### src/rtl/rbe_binconv_sequencer_pkg.sv
// Shared types and defaults for the BinConv job sequencer: state encoding,
// latched job configuration and the status flags presented to the controller.
package rbe_binconv_sequencer_pkg;

    localparam int unsigned KIN_W        = 16;
    localparam int unsigned TILE_W       = 16;
    localparam int unsigned QW_W         = 4;
    localparam int unsigned DEF_MAX_QW   = 8;
    localparam int unsigned DEF_PIPE_LAT = 3;

    typedef enum logic [2:0] {
        SEQ_IDLE,
        SEQ_CLEAR,
        SEQ_COMPUTE,
        SEQ_DRAIN,
        SEQ_OUTPUT,
        SEQ_DONE
    } rbe_seq_state_e;

    typedef struct packed {
        logic              fs;
        logic [QW_W-1:0]   qw;
        logic [KIN_W-1:0]  n_kin;
        logic [TILE_W-1:0] n_tiles;
    } ctrl_binconv_seq_t;

    typedef struct packed {
        logic            busy;
        logic            done;
        logic            err;
        logic [QW_W-1:0] wbit;
    } flags_binconv_seq_t;

    // A job needs at least one bit-plane, one channel chunk and one tile.
    function automatic logic cfg_is_legal(input ctrl_binconv_seq_t c, input int unsigned max_qw);
        return (c.qw != '0) && (32'(c.qw) <= max_qw) && (c.n_kin != '0) && (c.n_tiles != '0);
    endfunction

endpackage

### src/rtl/rbe_binconv_sequencer_nested_counter.sv
// Three-level bit/kin/tile loop counter; each level wraps at its limit and
// reports when it sits on its last value.
module rbe_binconv_sequencer_nested_counter
    import rbe_binconv_sequencer_pkg::*;
(
    input  logic              clk_i,
    input  logic              rst_i,
    input  logic              clr_all_i,
    input  logic              clr_inner_i,
    input  logic              step_i,
    input  logic              tile_step_i,
    input  logic [QW_W-1:0]   bit_lim_i,
    input  logic [KIN_W-1:0]  kin_lim_i,
    input  logic [TILE_W-1:0] tile_lim_i,
    output logic [QW_W-1:0]   bit_o,
    output logic              bit_last_o,
    output logic              kin_last_o,
    output logic              tile_last_o
);

    logic [QW_W-1:0]   bit_q;
    logic [KIN_W-1:0]  kin_q;
    logic [TILE_W-1:0] tile_q;

    assign bit_o       = bit_q;
    assign bit_last_o  = (bit_q == bit_lim_i);
    assign kin_last_o  = (kin_q == kin_lim_i);
    assign tile_last_o = (tile_q == tile_lim_i);

    // Bit-plane is the fastest level; kin advances only when the bit level wraps.
    always_ff @(posedge clk_i) begin
        if (rst_i || clr_all_i) begin
            bit_q  <= '0;
            kin_q  <= '0;
            tile_q <= '0;
        end else begin
            if (clr_inner_i) begin
                bit_q <= '0;
                kin_q <= '0;
            end else if (step_i) begin
                if (bit_last_o) begin
                    bit_q <= '0;
                    kin_q <= kin_last_o ? '0 : kin_q + KIN_W'(1);
                end else begin
                    bit_q <= bit_q + QW_W'(1);
                end
            end
            if (tile_step_i) begin
                tile_q <= tile_last_o ? '0 : tile_q + TILE_W'(1);
            end
        end
    end

endmodule

### src/rtl/rbe_binconv_sequencer.sv
// Sequences one binary-convolution job: per tile clear, step every
// (kin chunk x bit-plane) beat, drain the array pipeline, hand results downstream.
module rbe_binconv_sequencer
    import rbe_binconv_sequencer_pkg::*;
#(
    parameter int unsigned MAX_QW   = DEF_MAX_QW,
    parameter int unsigned PIPE_LAT = DEF_PIPE_LAT
) (
    input  logic              clk_i,
    input  logic              rst_i,
    input  logic              start_i,
    input  logic              fs_i,
    input  logic [QW_W-1:0]   qw_i,
    input  logic [KIN_W-1:0]  n_kin_i,
    input  logic [TILE_W-1:0] n_tiles_i,
    input  logic              act_valid_i,
    output logic              act_ready_o,
    input  logic              wgt_valid_i,
    output logic              wgt_ready_o,
    output logic              array_enable_o,
    output logic              array_clear_o,
    output logic              fs_o,
    output logic [QW_W-1:0]   wbit_o,
    output logic              pres_valid_o,
    input  logic              pres_ready_i,
    output logic              busy_o,
    output logic              done_o,
    output logic              err_o
);

    localparam int unsigned DRAIN_W = (PIPE_LAT > 1) ? $clog2(PIPE_LAT) : 1;
    localparam logic [DRAIN_W-1:0] DRAIN_LAST = DRAIN_W'((PIPE_LAT > 0) ? PIPE_LAT - 1 : 0);

    rbe_seq_state_e     state_q, state_d;
    ctrl_binconv_seq_t  cfg_q, cfg_in;
    flags_binconv_seq_t flags;
    logic [DRAIN_W-1:0] drain_q;
    logic busy_q, done_q, err_q, clear_q, enable_q, pvalid_q;
    logic cfg_legal, beat;
    logic cnt_clr_all, cnt_clr_inner, cnt_step, cnt_tile_step;
    logic [QW_W-1:0] bit_cnt;
    logic bit_last, kin_last, tile_last;

    assign cfg_in    = '{fs: fs_i, qw: qw_i, n_kin: n_kin_i, n_tiles: n_tiles_i};
    assign cfg_legal = cfg_is_legal(cfg_in, MAX_QW);
    assign beat      = (state_q == SEQ_COMPUTE) && act_valid_i && wgt_valid_i;

    rbe_binconv_sequencer_nested_counter u_counter (
        .clk_i       (clk_i),
        .rst_i       (rst_i),
        .clr_all_i   (cnt_clr_all),
        .clr_inner_i (cnt_clr_inner),
        .step_i      (cnt_step),
        .tile_step_i (cnt_tile_step),
        .bit_lim_i   (cfg_q.qw - QW_W'(1)),
        .kin_lim_i   (cfg_q.n_kin - KIN_W'(1)),
        .tile_lim_i  (cfg_q.n_tiles - TILE_W'(1)),
        .bit_o       (bit_cnt),
        .bit_last_o  (bit_last),
        .kin_last_o  (kin_last),
        .tile_last_o (tile_last)
    );

    always_comb begin
        state_d       = state_q;
        cnt_clr_all   = 1'b0;
        cnt_clr_inner = 1'b0;
        cnt_step      = 1'b0;
        cnt_tile_step = 1'b0;
        case (state_q)
            SEQ_IDLE: begin
                if (start_i) begin
                    if (cfg_legal) begin
                        state_d     = SEQ_CLEAR;
                        cnt_clr_all = 1'b1;
                    end else begin
                        state_d = SEQ_DONE;
                    end
                end
            end
            SEQ_CLEAR: begin
                cnt_clr_inner = 1'b1;
                state_d       = SEQ_COMPUTE;
            end
            SEQ_COMPUTE: begin
                if (beat) begin
                    cnt_step = 1'b1;
                    if (bit_last && kin_last) begin
                        state_d = (PIPE_LAT == 0) ? SEQ_OUTPUT : SEQ_DRAIN;
                    end
                end
            end
            SEQ_DRAIN: begin
                if (drain_q == DRAIN_LAST) begin
                    state_d = SEQ_OUTPUT;
                end
            end
            SEQ_OUTPUT: begin
                if (pres_ready_i) begin
                    if (tile_last) begin
                        state_d = SEQ_DONE;
                    end else begin
                        cnt_tile_step = 1'b1;
                        state_d       = SEQ_CLEAR;
                    end
                end
            end
            SEQ_DONE: state_d = SEQ_IDLE;
            default:  state_d = SEQ_IDLE;
        endcase
    end

    // Outputs are registered from the next state so they line up with the state they describe.
    always_ff @(posedge clk_i) begin
        if (rst_i) begin
            state_q  <= SEQ_IDLE;
            cfg_q    <= '0;
            drain_q  <= '0;
            err_q    <= 1'b0;
            busy_q   <= 1'b0;
            done_q   <= 1'b0;
            clear_q  <= 1'b0;
            enable_q <= 1'b0;
            pvalid_q <= 1'b0;
        end else begin
            state_q <= state_d;
            if ((state_q == SEQ_IDLE) && start_i) begin
                cfg_q <= cfg_in;
                err_q <= !cfg_legal;
            end
            drain_q  <= (state_q == SEQ_DRAIN) ? drain_q + DRAIN_W'(1) : '0;
            busy_q   <= (state_d != SEQ_IDLE);
            done_q   <= (state_d == SEQ_DONE);
            clear_q  <= (state_d == SEQ_CLEAR);
            enable_q <= (state_d inside {SEQ_CLEAR, SEQ_COMPUTE, SEQ_DRAIN});
            pvalid_q <= (state_d == SEQ_OUTPUT);
        end
    end

    assign flags = '{busy: busy_q, done: done_q, err: err_q, wbit: bit_cnt};

    // Activations are reused across all bit-planes, so they are consumed on the last one.
    assign wgt_ready_o    = beat;
    assign act_ready_o    = beat && bit_last;
    assign array_enable_o = enable_q;
    assign array_clear_o  = clear_q;
    assign fs_o           = cfg_q.fs;
    assign wbit_o         = flags.wbit;
    assign pres_valid_o   = pvalid_q;
    assign busy_o         = flags.busy;
    assign done_o         = flags.done;
    assign err_o          = flags.err;

endmodule

### config.mk
export PLATFORM = sky130hd
export DESIGN_NAME = rbe_binconv_sequencer
export DESIGN_NICKNAME = d
export VERILOG_FILES = /design/src/rtl/rbe_binconv_sequencer_pkg.sv /design/src/rtl/rbe_binconv_sequencer_nested_counter.sv /design/src/rtl/rbe_binconv_sequencer.sv
export SDC_FILE = /design/constraint.sdc
export NUM_CORES = 1
export LEC_CHECK = 0
export CAP_MARGIN = 10
export CORE_ASPECT_RATIO = 1.2
export CORE_MARGIN = 4
export CORE_UTILIZATION = 45
export CTS_CLUSTER_SIZE = 25
export DETAILED_ROUTE_END_ITERATION = 12
export HOLD_SLACK_MARGIN = 0.1
export PLACE_DENSITY = 0.67
export REMOVE_ABC_BUFFERS = 1
export SYNTH_ARGS = -nofsm -noshare
export SYNTH_HDL_FRONTEND = slang
export SYNTH_SLANG_ARGS = --single-unit
### constraint.sdc
create_clock -name clk_i -period 3.95 [get_ports clk_i]
set_clock_uncertainty 0.2 [all_clocks]
set_input_delay 0.395 -clock clk_i [delete_from_list [all_inputs] [get_ports clk_i]]
set_output_delay 0.395 -clock clk_i [all_outputs]
set_load 0.05 [all_outputs]
==> results of run 1 <==
[flip-flops by register name, summed over array words and instances, names as in the netlist]
| name | flops |
|---|---|
| array_clear_o | 1 |
| u_counter.bit_o | 4 |
| fs_o | 1 |
| u_counter.kin_q | 16 |
| pres_valid_o | 1 |
| busy_o | 1 |
| cfg_q | 36 |
| done_o | 1 |
| u_counter.tile_q | 16 |
| state_q | 3 |
| array_enable_o | 1 |
| err_o | 1 |
| drain_q | 2 |
[worst max-delay path, cell delays in order (launching register included)]
cell and delay [ns]:
dfxtp_1 0.36, inv_1 0.08, ha_1 0.21, or4b_1 0.57
o21a_1 0.24, or4b_2 0.63, nand3_1 0.12, and4_1 0.49
buf_4 0.29, o21ai_0 0.10, a21oi_1 0.16
[metal layers]
| metal | GRT usage (%) | up-vias | share of wire [%] |
|---|---|---|---|
| met3 | 3.60 | 27 | 2.9 |
| met1 | 22.1 | 2116 | 40 |
| met5 | 0 | - | 0 |
| li1 | - | 2240 | - |
| met2 | 38.0 | 82 | 55 |
| met4 | 9.06 | 0 | 2.7 |
[cell usage in the layout, fill, tap and decap left out, types with 4 or more instances in the layout]
cell type and n:
a21oi_1 60, inv_1 15, or2_2 4, or3_1 8, and2_1 4, clkbuf_16 9
nand4_1 13, or4_1 17, o21ai_0 13, ha_1 7, nor4_1 18, nand2_1 100
dfxtp_1 84, nor2_1 41, and3_1 10, o211ai_1 4, clkdlybuf4s50_1 54, xor2_1 24
mux2i_1 4, nand3_1 22, nor3_1 20, o31ai_1 14, a31oi_1 4, xnor2_1 30
buf_4 8
[cell families after synthesis]
family	Yosys count	synth area share [%]
AOI/OAI and AO/OA	122	16.2
xor gates and xnor gates	55	10.6
muxes	6	1.34
buffers and inverters	42	3.88
DFF	84	35.9
and+or+nand+nor	280	30.2
adders and majority gates	7	1.87
[cell type report]
type,instances,share of cell area [%]
sequential,84,29.5
clock inverter,5,1.89
clock buffer,11,4.44
inverter,15,0.989
timing repair buffer,63,10.9
tap,126,2.77
multi-input combinational,470,49.5
[path summary, 6_finish.rpt]
kind         cells after the start       start                   to  slack, ns
max                             10    cfg_q[0]  u_counter.tile_q[1]       0.43
min reg2reg                      1  drain_q[0]           drain_q[0]       0.23
max reg2reg                     10    cfg_q[0]  u_counter.tile_q[1]       0.43
min                              1  drain_q[0]           drain_q[0]       0.23
[stage by stage]
| stage | hold slack, ns | instance area (um^2) | utilization [%] |
|---|---|---|---|
| 2_1_floorplan | 0.197 | 4550 | - |
| 3_3_place_gp | 0.207 | 5340 | 52.8 |
| 3_5_place_dp | 0.224 | 5340 | 52.8 |
| 4_1_cts | 0.232 | 5700 | 56.3 |
| 5_1_grt | 0.247 | 5700 | 56.3 |
| 6_report | 0.226 | 5700 | 56.3 |
[power by group through the flow]
stage          registers, mW  logic, mW  clock network, mW
2_1_floorplan          0.988      0.326                  0
3_3_place_gp           0.971      0.509                  0
3_5_place_dp           0.974      0.520                  0
4_1_cts                0.955      0.528               1.03
5_1_grt                0.964      0.580               1.06
6_report               0.956      0.526               1.01
==> out/metrics.yaml, run 1 <==
status: "finished, final reports clean"
power_mw: 2.49
relSlewSlack_pct: 51.1
initial_core_util_pct: 46.3
clock_sinks: 84
fp.dieW_um: 101
n_antenna_cell: 0
first_pass_iters: 5
syn_inst: 596
synth-edff-count: 0
setup_viol: 0
cp_max_fo: 18
ys_seq_area_share_pct: 35.9
final_nets: 693
fin_crit_ns: 3.52
fill_cells: 958
setup_slack_ns: 0.431
grt_setup_unrepaired: "no"
clockBufferDepth: 2
required_ns: 4.03
avgSynthCellArea_um2: 7.85
synth_flop_cell: "dfxtp_1"
clkPwrFrac_pct: 40.4
dieArea_um2: 12100
post_route_cells_drive_above_1_share_pct: 6.02
clk_pin_slew_worst_paths_ns: 0.06
crit_type: "reg -> reg"
ant_nets: 0
synth_cell_types: 61
setup-tns-final_ns: 0
vias: 4465
synth_top_area_cell: "dfxtp_1"
fp.dieH_um: 120
syn2layout_area_growth_pct: 21.7
p_int_mw: 1.78
cts_resized: 0
synthTopCellsByCount: "nand2_1, dfxtp_1, a21oi_1"
hold_path_class: "reg -> reg"
track_usage_pct: 20.5
drt-initial-drc-count: 214
clock-root-buffer: "clkbuf_16"
hpwl_um: 8730
vdd_drop_max_mv: 0.212
drcViolationCount: 0
wire_per_inst_um: 15.7
grt_antenna_before_repair: 0
htreeDepth: 3
grt_pass1_vias: 4322
cts_setup_buffers: 0
start_kind: "register"
synth.most_common_cell: "nand2_1"
dpl_worst_slack_ns: 0.501
viasPerCell: 5.77
num_io_pins: 56
fin_crit_sh_pct: 89.1
multi_input_area_um2: 2820
rows: 40
slew_violations: 0
coreArea_um2: 10100
final_cells: 774
cts_buffers: 9
final_hold_viol_count: 0
worst_pin_slew_ns: 0.715
ys_warn_count: 0
p_sw_share_pct: 28.5
cts_hold_buf: 0
cap_violations: 0
synth_top_area_share_pct: 35.9
grt_pass1_wl_um: 20100
io_buffer_count: 55
tritoncts: "done"
power_frac_seq_pct: 38.4
dp.cells: 758
synth_area_um2: 4680
grt.overflow.total: 0
async_flop_share_pct: 0
grt_max_degree: 48
fmax_mhz: 284
gp_congestion: 0.849
p_switching_uw: 708
yosys_register_bits: 84
endpoint_kind: "register"
worstPathArrival_ns: 3.60
synth_area_leaders: "dfxtp_1, nand2_1, a21oi_1, xnor2_1, xor2_1"
powerDensity_nw_per_um2: 437
p_leak_nw: 1.99
seq_area_um2: 1680
pwr-share-comb_pct: 21.1
clk-insertion-delay-late_ns: 0.35
drt-total-wl_um: 12100
No activity file was read; power rests on OpenSTA's default activity.
==> inputs of run 2 (changes only) <==
CTS_BUF_LIST = sky130_fd_sc_hd__clkbuf_16   (was not set)
HOLD_SLACK_MARGIN = not set   (was 0.1)
==> run 2 against run 1 <==
Net effect: worst hold slack improved by 0.0010 ns; register-to-register slack got worse by 0.09 ns; critical endpoint unchanged; clock power fell by 4%; power fell by 1.7%; critical path type unchanged; routed wire length barely moved; clock-buffer cell count fell by 2; utilization fell by 0.20 points; flip-flop and latch count did not move.
==> out/metrics.yaml, run 2 (synthesized netlist as in run 1, its figures left out) <==
post_route_cells_drive_above_1_share_pct: 5.71  # was 6.02%
endpoint_kind: "register"  # unchanged
grt_max_degree: 48  # unchanged
drt-total-wl_um: 12100  # about the same
hold_depth: 1  # unchanged
track_usage_pct: 20.5  # about the same
mostFrequentLayoutCell: "nand2_1"  # unchanged
final_cell_mix: "nand2_1, dfxtp_1, a21oi_1"  # unchanged
ant_nets: 0  # unchanged
cap_violations: 0  # unchanged
worst_hold_path.endpoint: "drain_q[0]"  # unchanged
cp_cell_sequence: "nor3_1 -> buf_4 -> a31oi_1 -> a311o_1 -> a2111oi_0 -> and4_1 -> buf_4 -> o21ai_0 -> a21oi_1"  # was inv_1 -> ha_1 -> or4b_1 -> o21a_1 -> or4b_2 -> nand3_1 -> and4_1 -> buf_4 -> o21ai_0 -> a21oi_1
cp_max_fo: 18  # unchanged
vdd_drop_max_mv: 0.212  # about the same
first_pass_iters: 4  # was 5
fp.dieH_um: 120  # unchanged
worst_pin_slew_ns: 0.849  # was 0.715 ns
fmax_mhz: 277  # was 284 MHz
clk_pin_slew_worst_paths_ns: 0.06  # about the same
grt.overflow.total: 0  # unchanged
grt_pass1_wl_um: 20100  # about the same
setup-tns-final_ns: 0  # unchanged
final_nets: 693  # unchanged
start_kind: "register"  # unchanged
dieArea_um2: 12100  # unchanged
htreeDepth: 3  # unchanged
vias: 4499  # was 4,465
n_antenna_cell: 0  # unchanged
coreArea_um2: 10100  # unchanged
fin_crit_sh_pct: 91.5  # was 89.1%
ff2ff_path_depth: 9  # was 10
viasPerCell: 5.81  # was 5.77
powerDensity_nw_per_um2: 431  # was 437 nW/um^2
cts_buffers: 9  # unchanged
hold_start: "drain_q[0]"  # unchanged
status: "finished, final reports clean"  # unchanged
drt-initial-drc-count: 192  # was 214
slew_violations: 0  # unchanged
largest_registers: "cfg_q (36), u_counter.kin_q (16), u_counter.tile_q (16)"  # unchanged
gp_congestion: 0.849  # unchanged
dpl-instance-area_um2: 5340  # unchanged
initial_core_util_pct: 46.3  # unchanged
syn2layout_area_growth_pct: 21.3  # was 21.7%
r2r_slack_ns: 0.34  # was 0.43 ns
setup_viol: 0  # unchanged
cp_slowest_cell: "a2111oi_0"  # was or4b_2
grt_pass1_vias: 4333  # was 4,322
required_ns: 4.03  # about the same
slowest_delay_ns: 0.75  # was 0.63 ns
tritoncts: "done"  # unchanged
wire_per_inst_um: 15.7  # about the same
final_hold_viol_count: 0  # unchanged
largest_register_ffs: 36  # unchanged
crit_top_cell: "buf_4"
fin_crit_ns: 3.61  # was 3.52 ns
hold_path_class: "reg -> reg"  # unchanged
fp.dieW_um: 101  # unchanged
clk-insertion-delay-late_ns: 0.35  # about the same
worstPathArrival_ns: 3.69  # was 3.60 ns
fin_area_um2: 5680  # was 5700 um^2
utilization_pct: 56.1  # was 56.3%
grt_setup_unrepaired: "no"  # unchanged
rows: 40  # unchanged
io_buffer_count: 55  # unchanged
cts_resized: 0  # unchanged
hpwl_um: 8730  # unchanged
drcViolationCount: 0  # unchanged
largest-register: "cfg_q"  # unchanged
cts_hold_buf: 0  # unchanged
clockBufferDepth: 2  # unchanged
clock-root-buffer: "clkbuf_16"  # unchanged
num_io_pins: 56  # unchanged
rr_startpoint: "cfg_q[2]"  # was cfg_q[0]
relSlewSlack_pct: 41.9  # was 51.1%
p_leak_nw: 1.97  # was 1.99 nW
crit_type: "reg -> reg"  # unchanged
cts_setup_buffers: 0  # unchanged
clock_sinks: 84  # unchanged
grt_antenna_before_repair: 0  # unchanged
rr_endpoint: "u_counter.tile_q[1]"  # unchanged
run 2: where the power goes:
group	internal (mW)	switching, mW	total [mW]
Clock	0.615	0.349	0.965
Combinational	0.232	0.294	0.526
Sequential	0.894	0.0620	0.956
Total	1.74	0.705	2.45
run 2: critical path, delay by kind of cell, from the launching register on:
kind / cells / cell delay [ns]
AOI/OAI and AO/OA: 5 / 1.43
and+or+nand+nor: 2 / 1.03
buffers and inverters: 2 / 0.51
DFF: 1 / 0.38
run 2: worst max-delay path by stage:
| stage | to | cells after the start | startpoint | slack [ns] |
|---|---|---|---|---|
| floorplan | u_counter.kin_q[0] | 7 | u_counter.bit_o[2] | -0.23 |
| global placement | u_counter.tile_q[7] | 10 | cfg_q[0] | 0.59 |
| detailed placement | u_counter.tile_q[1] | 10 | cfg_q[0] | 0.50 |
| CTS | u_counter.tile_q[1] | 10 | cfg_q[0] | 0.46 |
| global route | u_counter.tile_q[0] | 9 | cfg_q[2] | 0.06 |
| finish | u_counter.tile_q[1] | 9 | cfg_q[2] | 0.34 |
run 2: area by class of cell:
cell class              instances  area, um^2
clock buffers                   9         225
repair buffers                 63         621
flip-flops and latches         84        1680
fillers                       960        4430
well taps                     126         158
inverters                      15        56.3
clock inverters                 7         115
multi-input cells             470        2820
run 2: routing by layer:
metal	wire, um	track usage [%]
met1	4700	21.9
met5	0	0
met2	6620	38.1
met4	341	9.06
met3	458	3.78
run 2: per-stage QoR:
step | setup WS (ns) | hold WS, ns | power, mW | cells
floorplan | -0.229 | 0.197 | 1.31 | 569
global placement | 0.593 | 0.207 | 1.48 | 758
detailed placement | 0.501 | 0.224 | 1.49 | 758
CTS | 0.464 | 0.232 | 2.47 | 774
global route | 0.0558 | 0.247 | 2.57 | 774
finish | 0.336 | 0.227 | 2.45 | 774
